$ cat src/rtl/lcd_write_arbiter.sv
// lcd_write_arbiter
// Shares one SPI byte-writer engine (9-bit words: {dc, byte}) between up to
// four word-stream requesters. A grant covers a whole burst (up to and
// including the word flagged with req_last), so a window-address command
// and the pixel data that follows it can never be interleaved with another
// stream. Requesters other than 0 are gated off until init_done is high.
//
// Build option: define LCD_ARB_ROUND_ROBIN_EN for round-robin arbitration
// between bursts. Without it, arbitration is fixed priority (lowest index
// wins) and no pointer register exists.

module lcd_write_arbiter #(
    parameter int NUM_REQ = 3,
    parameter int DW      = 9
) (
    input  logic                  sys_clk,
    input  logic                  sys_rst,
    input  logic                  init_done,
    input  logic [NUM_REQ-1:0]    req_valid,
    input  logic [NUM_REQ-1:0]    req_last,
    input  logic [NUM_REQ*DW-1:0] req_data,
    output logic [NUM_REQ-1:0]    req_ready,
    output logic [DW-1:0]         wr_data,
    output logic                  wr_en,
    input  logic                  wr_done,
    output logic [1:0]            grant_id,
    output logic                  busy
);

    // Internal vectors are padded to the maximum requester count so that a
    // 2-bit index can address them without running off the end.
    localparam int MAX_REQ = 4;

    typedef enum logic [1:0] {
        ST_IDLE  = 2'd0,
        ST_ISSUE = 2'd1,
        ST_WAIT  = 2'd2,
        ST_HOLD  = 2'd3
    } state_t;

    state_t                 state_r;
    logic                   last_q_r;
    logic                   wr_en_r;
    logic [DW-1:0]          wr_data_r;
    logic [NUM_REQ-1:0]     req_ready_r;
    logic [1:0]             grant_id_r;
    logic                   busy_r;

    logic [MAX_REQ-1:0]     valid_pad_s;
    logic [MAX_REQ-1:0]     last_pad_s;
    logic [MAX_REQ*DW-1:0]  data_pad_s;
    logic [MAX_REQ-1:0]     eligible_s;
    logic                   any_eligible_s;
    logic [1:0]             winner_s;

    // Next index in the ring of implemented requesters.
    function automatic logic [1:0] next_idx(input logic [1:0] idx);
        logic [1:0] nxt;
        if (idx == 2'(NUM_REQ - 1)) begin
            nxt = 2'd0;
        end else begin
            nxt = idx + 2'd1;
        end
        return nxt;
    endfunction

    // One-hot ready pattern for a given requester index.
    function automatic logic [NUM_REQ-1:0] onehot_ready(input logic [1:0] idx);
        logic [MAX_REQ-1:0] vec;
        vec = 4'b0001 << idx;
        return vec[NUM_REQ-1:0];
    endfunction

    // Word mux out of the padded data bus.
    function automatic logic [DW-1:0] pick_word(input logic [MAX_REQ*DW-1:0] bus,
                                                input logic [1:0]            idx);
        logic [DW-1:0] word;
        case (idx)
            2'd0:    word = bus[0*DW +: DW];
            2'd1:    word = bus[1*DW +: DW];
            2'd2:    word = bus[2*DW +: DW];
            2'd3:    word = bus[3*DW +: DW];
            default: word = '0;
        endcase
        return word;
    endfunction

    // Pad request inputs to four lanes; absent lanes read as idle.
    always_comb begin
        valid_pad_s = '0;
        last_pad_s  = '0;
        data_pad_s  = '0;
        valid_pad_s[NUM_REQ-1:0]    = req_valid;
        last_pad_s[NUM_REQ-1:0]     = req_last;
        data_pad_s[NUM_REQ*DW-1:0]  = req_data;
    end

    // Requester 0 (init sequencer) is always eligible; others wait for init_done.
    always_comb begin
        eligible_s    = '0;
        eligible_s[0] = valid_pad_s[0];
        for (int i = 1; i < MAX_REQ; i++) begin
            eligible_s[i] = valid_pad_s[i] & init_done;
        end
        any_eligible_s = |eligible_s;
    end

`ifdef LCD_ARB_ROUND_ROBIN_EN
    logic [1:0] rr_ptr_r;

    // Round-robin pick: first eligible requester at or after rr_ptr_r.
    always_comb begin : rr_pick
        logic [1:0] idx;
        logic       found;
        winner_s = 2'd0;
        idx      = rr_ptr_r;
        found    = 1'b0;
        for (int k = 0; k < NUM_REQ; k++) begin
            winner_s = (!found && eligible_s[idx]) ? idx : winner_s;
            found    = found | eligible_s[idx];
            idx      = next_idx(idx);
        end
    end

    // Advance the pointer past the requester whose burst just ended.
    always_ff @(posedge sys_clk) begin
        if (sys_rst) begin
            rr_ptr_r <= 2'd0;
        end else if (state_r == ST_WAIT && wr_done && last_q_r) begin
            rr_ptr_r <= next_idx(grant_id_r);
        end else begin
            rr_ptr_r <= rr_ptr_r;
        end
    end
`else
    // Fixed priority pick: lowest eligible index wins.
    always_comb begin
        winner_s = 2'd0;
        for (int i = MAX_REQ - 1; i >= 0; i--) begin
            winner_s = eligible_s[i] ? 2'(i) : winner_s;
        end
    end
`endif

    // Burst FSM; wr_en/req_ready are loaded on entry to ISSUE so that they are
    // high for exactly the single ISSUE cycle.
    always_ff @(posedge sys_clk) begin
        if (sys_rst) begin
            state_r     <= ST_IDLE;
            wr_en_r     <= 1'b0;
            wr_data_r   <= '0;
            req_ready_r <= '0;
            grant_id_r  <= 2'd0;
            busy_r      <= 1'b0;
            last_q_r    <= 1'b0;
        end else begin
            wr_en_r     <= 1'b0;
            req_ready_r <= '0;
            case (state_r)
                ST_IDLE: begin
                    if (any_eligible_s) begin
                        grant_id_r  <= winner_s;
                        wr_data_r   <= pick_word(data_pad_s, winner_s);
                        last_q_r    <= last_pad_s[winner_s];
                        wr_en_r     <= 1'b1;
                        req_ready_r <= onehot_ready(winner_s);
                        busy_r      <= 1'b1;
                        state_r     <= ST_ISSUE;
                    end else begin
                        state_r     <= ST_IDLE;
                    end
                end
                ST_ISSUE: begin
                    state_r <= ST_WAIT;
                end
                ST_WAIT: begin
                    if (wr_done) begin
                        if (last_q_r) begin
                            busy_r  <= 1'b0;
                            state_r <= ST_IDLE;
                        end else begin
                            state_r <= ST_HOLD;
                        end
                    end else begin
                        state_r <= ST_WAIT;
                    end
                end
                ST_HOLD: begin
                    // Burst lock: only the owner is looked at, init gating is
                    // deliberately not re-applied mid-burst.
                    if (valid_pad_s[grant_id_r]) begin
                        wr_data_r   <= pick_word(data_pad_s, grant_id_r);
                        last_q_r    <= last_pad_s[grant_id_r];
                        wr_en_r     <= 1'b1;
                        req_ready_r <= onehot_ready(grant_id_r);
                        state_r     <= ST_ISSUE;
                    end else begin
                        state_r     <= ST_HOLD;
                    end
                end
                default: begin
                    busy_r  <= 1'b0;
                    state_r <= ST_IDLE;
                end
            endcase
        end
    end

    assign wr_en     = wr_en_r;
    assign wr_data   = wr_data_r;
    assign req_ready = req_ready_r;
    assign grant_id  = grant_id_r;
    assign busy      = busy_r;

    lcd_write_arbiter_chk #(
        .NUM_REQ (NUM_REQ)
    ) u_chk (
        .sys_clk   (sys_clk),
        .sys_rst   (sys_rst),
        .req_ready (req_ready_r),
        .wr_en     (wr_en_r),
        .busy      (busy_r)
    );

endmodule

// Handshake invariants of the arbiter outputs.
module lcd_write_arbiter_chk #(
    parameter int NUM_REQ = 3
) (
    input  logic               sys_clk,
    input  logic               sys_rst,
    input  logic [NUM_REQ-1:0] req_ready,
    input  logic               wr_en,
    input  logic               busy
);

    // At most one ready, ready always coincides with wr_en, wr_en implies busy.
    always @(posedge sys_clk) begin
        if (!sys_rst) begin
            a_ready_onehot: assert ($onehot0(req_ready));
            a_ready_wr_en:  assert ((|req_ready) == wr_en);
            a_wr_en_busy:   assert (!wr_en || busy);
        end
    end

endmodule

$ cat config.mk
export PLATFORM = sky130hd
export DESIGN_NAME = lcd_write_arbiter
export DESIGN_NICKNAME = d
export VERILOG_FILES = /design/src/rtl/lcd_write_arbiter.sv
export SDC_FILE = /design/constraint.sdc
export NUM_CORES = 1
export LEC_CHECK = 0
export ABC_AREA = 1
export ABC_CLOCK_PERIOD_IN_PS = 1300
export CORE_ASPECT_RATIO = 0.5
export CORE_MARGIN = 5
export CORE_UTILIZATION = 40
export DETAILED_ROUTE_END_ITERATION = 10
export PLACE_DENSITY = 0.77
export SLEW_MARGIN = 30
export SYNTH_ARGS = -nofsm -noshare
export SYNTH_HDL_FRONTEND = slang
export SYNTH_SLANG_ARGS = --single-unit
$ cat constraint.sdc
create_clock -name sys_clk -period 1.3 [get_ports sys_clk]
set_input_delay 0.26 -clock sys_clk [delete_from_list [all_inputs] [get_ports sys_clk]]
set_output_delay 0.26 -clock sys_clk [all_outputs]
set_load 0.05 [all_outputs]
# Word-level counts from Yosys, hierarchy flattened
# Index checks and enable logic that the tools add are counted.
[word_totals] reg_bits=19 inputBits=37
[classes] n_lt_le_gt_ge=2 eq_ne=13 shifts=2 mux=32 bitwise=2 n_reduce_logical=9
[ops] cell="$pmux W9 S4" count=2
[ops] cell="$mux W9" count=2
[ops] cell="$pmux W9 S2" count=1
[ops] cell="$eq A2 B2 Y1 const B" count=6
[ops] cell="$mux W2" count=6
[ops] cell="$mux W1" count=11
[ops] cell="$ne A2 B2 Y1 const B" count=4
[ops] cell="$pmux W2 S4" count=1
[ops] cell="$bmux W1 S2" count=3
[ops] cell="$eq A2 B1 Y1 const B" count=3
[ops] cell="$logic_not A2 Y1" count=3
[ops] cell="$lt A2 B3 Y1 const B" count=2
[ops] cell="$mux W3" count=2
[ops] cell="$pmux W1 S2" count=3
[ops] cell="$pmux W3 S2" count=1
[ops] cell="$shl A1 B2 Y3 const A" count=2
[ops] cell="$reduce_and A4 Y1" count=1
[ops] cell="$reduce_bool A2 Y1" count=2
[ops] cell="$reduce_and A3 Y1" count=1
[ops] cell="$reduce_or A3 Y1" count=1
[ops] cell="$and A1 B1 Y1" count=2
[ops] cell="$reduce_and A2 Y1" count=1

# Longest topological paths before layout
[logic_depth] ltp_word=8 ltp_mapped=10 depth_no_buf=9

# Worst setup path after synthesis
# No wires, ideal clock.
[synth_timing] path_type="register to register" from="register grant_id_r[0] (netlist: grant_id[0])" to="register wr_data_r[2] (netlist: wr_data[2])" setup_time_ps=70 t_arrival_ps=1543 t_required_ps=1230 path_slack_ps=-313 path_stages_with_launch=10 path_buffers=1 path_cell_list="dfxtp_1 buf_2 inv_2 nand2_1 nand2_1 nand2_1 nand3_1 nand2_1 nand2_1 a21oi_1"
[synth_between] elab_chain_len=4 word_cells_on_any_way=11 classes_between="eq/ne: 4; mux: 5; reduce/logical: 2"
[synth_lines] element="start: declaration" line="46" rtl="logic [1:0] grant_id_r;"
[synth_lines] element="start signal: assignment" line="162" rtl="grant_id_r <= winner_s;"
[synth_lines] element="$eq A2 B2 Y1 (tied with other cells)" line="78" rtl="case (idx)"
[synth_lines] element="$pmux W9 S4 or $mux W1 (tied branches)" line="78, 191"
[synth_lines] element="$mux W9 or $ne A2 B2 Y1 (tied branches)"
[synth_lines] element="$pmux W9 S2 or $reduce_and A3 Y1 (tied branches)"
[synth_lines] element="end signal: assignment" line="163" rtl="wr_data_r <= pick_word(data_pad_s, winner_s);"
[synth_lines] element="end signal: assignment" line="192" rtl="wr_data_r <= pick_word(data_pad_s, grant_id_r);"
[synth_lines] element="end: declaration" line="44" rtl="logic [DW-1:0] wr_data_r;"
# Parallel ways exist; a longest one is shown, timed or not. The select of a mux whose other input is x is not followed.
# A chain may end at the register's enable or synchronous reset.

# Worst setup path in the final report
[layout_timing] from="register state_r[1]" to="register last_q_r"
[layout_between] elab_chain_len=3 word_cells_on_any_way=7 classes_between="eq/ne: 3; mux: 1; reduce/logical: 3"
[layout_lines] element="start: declaration" line="41" rtl="state_t state_r;"
[layout_lines] element="start signal: assignment" line="149" rtl="state_r <= ST_IDLE;"
[layout_lines] element="start signal: assignment" line="168" rtl="state_r <= ST_ISSUE;"
[layout_lines] element="start signal: assignment" line="170" rtl="state_r <= ST_IDLE;"
[layout_lines] element="$eq A2 B2 Y1 or $logic_not A2 Y1 (tied branches)" line="159" rtl="case (state_r)"
[layout_lines] element="$ne A2 B2 Y1 (no source line) or $reduce_bool A2 Y1 (tied branches)"
[layout_lines] element="$reduce_and A3 Y1 (no source line)"
[layout_lines] element="end signal: assignment" line="164" rtl="last_q_r <= last_pad_s[winner_s];"
[layout_lines] element="end signal: assignment" line="193" rtl="last_q_r <= last_pad_s[grant_id_r];"
[layout_lines] element="end: declaration" line="42" rtl="logic last_q_r;"
# Parallel ways exist; a longest one is shown, timed or not.

==> flow_metrics.py <==
metrics = {
    "synth": {
        "syn_avg_cell_area_um2": 5.96,
        "synth-simple-area-share": 0.499,
        "yosysWarnings": 0,
        "muxShareOfSynthArea": 0,
        "synth-compound-area-share": 0.104,
        "synth_area_mm2": 0.00138,
        "synth_top_family_by_area": "simple AND/OR/NAND/NOR gates",
        "syn_inst": 232,
        "synth-adder-area-share": 0.0271,
        "ys_seq_area_frac": 0.275,
        "synth_cell_type_count": 21,
        "synthXorXnorAreaFrac": 0,
        "syn_nets": 272,
        "ys_seq_elements": 19,
    },
    "global_routing": {
        "antenna_found_initial": 0,
        "grt_overflow": 0,
        "grt_pass1_vias": 2008,
        "grt_usage": 0.238,
        "grt_start_max_net_pins": 12,
        "grt_pass1_wl_um": 9150,
    },
    "detailed_routing": {
        "vias_per_cell": 6.08,
        "num_vias": 2183,
        "m1WireLength_um": 2460,
        "route.detailed.drc": 0,
        "wl_met3_um": 649,
        "finalWirelength_um": 6580,
        "wl_per_cell_um": 18.3,
        "first_iter_violations": 242,
        "routed.top_layer": "met4",
        "wl_met2_um": 3060,
        "ant_nets": 0,
        "dr.pass1.iters": 10,
    },
    "power_and_ir_drop": {
        "seq_power_share": 0.262,
        "p_switching_mw": 1.38,
        "power_density_mw_per_mm2": 1180,
        "swShare": 0.440,
        "ir_drop_mv": 0.641,
        "p_clk_frac": 0.139,
        "p_comb_frac": 0.599,
        "internal_power_mw": 1.75,
        "p_leak_nw": 1.12,
        "total_power_mw": 3.13,
    },
    "run_status": {
        "outcome": "finished, violations left",
        "violations": "negative setup slack",
    },
    "clock_network": {
        "clkTransAtPathRegs_ns": 0.08,
        "clock_latency_ns": 0.27,
        "cts-root-buf": "clkbuf_8",
        "cts_sinks": 19,
        "cts_max_level": 1,
        "numCtsBuffers": 3,
        "clockBufferDepth": 2,
        "cts_tree": "yes",
        "holdBufCountCts": 0,
    },
    "floorplanning": {
        "initial_utilization": 0.410,
        "chipHeight_um": 51.6,
        "ios": 53,
        "die-area_mm2": 0.00481,
        "die_w_um": 93.2,
        "core-area_mm2": 0.00338,
        "row_count": 15,
    },
    "timing": {
        "tightest_slew_ns": 0.219,
        "fin_tns_setup_ns": -0.365,
        "clock.fmax_ghz": 0.706,
        "finalClockSkew_ns": 0.00617,
        "setup_violations": 8,
        "hold_violations": 0,
        "fin_crit_ns": 1.42,
        "relSlewSlack": 0.853,
        "rsz0062_at_grt": "true",
        "postLayoutSetupSlackWorst_ns": -0.117,
        "period_share": 1.09,
        "drv_slew": 0,
    },
    "place": {
        "place_hpwl_um": 3860,
        "placed_area_mm2": 0.00236,
        "dp.cells": 346,
        "gp_congestion": 0.916,
        "place.port_buffers": 52,
        "place_ws_ns": -0.442,
    },
    "critical_path": {
        "worstRegToRegCells": 9,
        "required_ns": 1.49,
        "end_kind": "flop",
        "path_max_fanout": 3,
        "worst-setup-path-type": "reg -> reg",
        "crit_arrival_ns": 1.61,
        "crit_path_start_kind": "flop",
    },
    "layout": {
        "final_common_cell": "nand2_1",
        "layout_common_cells": "nand2_1 (70), nand3_1 (36), clkdlybuf4s50_1 (32)",
        "fillCellCount": 200,
        "regArea_um2": 395,
        "n_antenna_cell": 0,
        "area_growth_pct": 92.4,
        "drive_gt1_frac": 0.322,
        "fin_nets": 358,
        "finalInstanceArea_mm2": 0.00266,
        "layout.cells.non_filler": 359,
        "multiInputGateArea_mm2": 0.00107,
    },
    "job": {
        "max_cap_viol_count": 0,
    },
    "min_path": {
        "hold_class": "in -> reg",
        "hold_path_depth": 3,
    },
}
## sequential cells by signal, indices dropped and copies added (netlist names)
| signal | cells |
|---|---|
| state_r | 2 |
| grant_id | 2 |
| wr_data | 9 |
| busy | 1 |
| last_q_r | 1 |
| req_ready | 3 |
| wr_en | 1 |
## cell usage after synthesis, drive strengths merged
cell type	count	area share
nand2	74	0.20
nand3	45	0.17
inv	23	0.062
a21oi	22	0.080
dfxtp	19	0.27
nor2	18	0.060
nand4	14	0.063
buf	7	0.027
ha	3	0.027
clkbuf	2	0.0054
o21ai	2	0.0072
a21boi	1	0.0054
a311oi	1	0.0063
o21a	1	0.0054
## worst max-delay path, cell delays in order, from the launching register on
cell and delay, ns:
dfxtp_4 0.38, inv_4 0.05, ha_4 0.16, inv_4 0.08, nor2_4 0.05, nor2_4 0.14
nand3_1 0.11, nor2_1 0.15, nor2_1 0.08, nor2_1 0.14
## power groups by stage
| stage | clock network, mW | registers, mW | logic [mW] |
|---|---|---|---|
| 3_5_place_dp | 0 | 0.807 | 1.50 |
| 5_1_grt | 0.458 | 0.832 | 1.95 |
| 3_3_place_gp | 0 | 0.803 | 1.48 |
| 6_report | 0.434 | 0.822 | 1.88 |
| 2_1_floorplan | 0 | 1.04 | 0.493 |
| 4_1_cts | 0.431 | 0.812 | 1.69 |
## cell type report
class,instances,area share
clock buffer,3,0.0155
clock inverter,1,0.00188
inverter,23,0.0390
multi-input combinational,183,0.403
sequential,19,0.148
tap,42,0.0197
timing repair buffer,88,0.372
## cell families after synthesis
family,count (synthesis)
flip-flops,19
AND/OR/NAND/NOR,151
adder cells (fa/ha/maj),3
AO/OA/AOI/OAI,27
buffers and inverters,32
## worst paths after layout
kind | from | to | slack (ns)
worst max register to register | state_r[1]$_SDFF_PP0_ | last_q_r$_SDFFE_PP0P_ | -0.12
worst min-delay path | req_valid[1] | req_ready[1]$_SDFF_PP0_ | 0.35
worst min register to register | wr_data[4]$_SDFFE_PP0P_ | wr_data[4]$_SDFFE_PP0P_ | 0.51
worst max-delay path | state_r[1]$_SDFF_PP0_ | last_q_r$_SDFFE_PP0P_ | -0.12
## per-layer routing
metal | vias to the layer above | track usage
met5 | - | 0
met2 | 180 | 0.440
met4 | 0 | 0.0925
met1 | 991 | 0.273
li1 | 951 | -
met3 | 61 | 0.0506
## per-stage QoR
stage | util | hold WS (ns)
after floorplan | - | 0.329
after global placement | 0.698 | 0.495
after detailed placement | 0.698 | 0.493
after CTS | 0.750 | 0.494
after global routing | 0.788 | 0.352
final | 0.788 | 0.350
## what timing repair did
item / CTS / global route
setup buffers: 3 / 4
pin swaps: 9 / 12
resized for setup: 34 / 26
endpoints found under the setup margin: 13 / 12
cloned: 2 / 0
No activity file was read; power rests on OpenSTA's default activity.
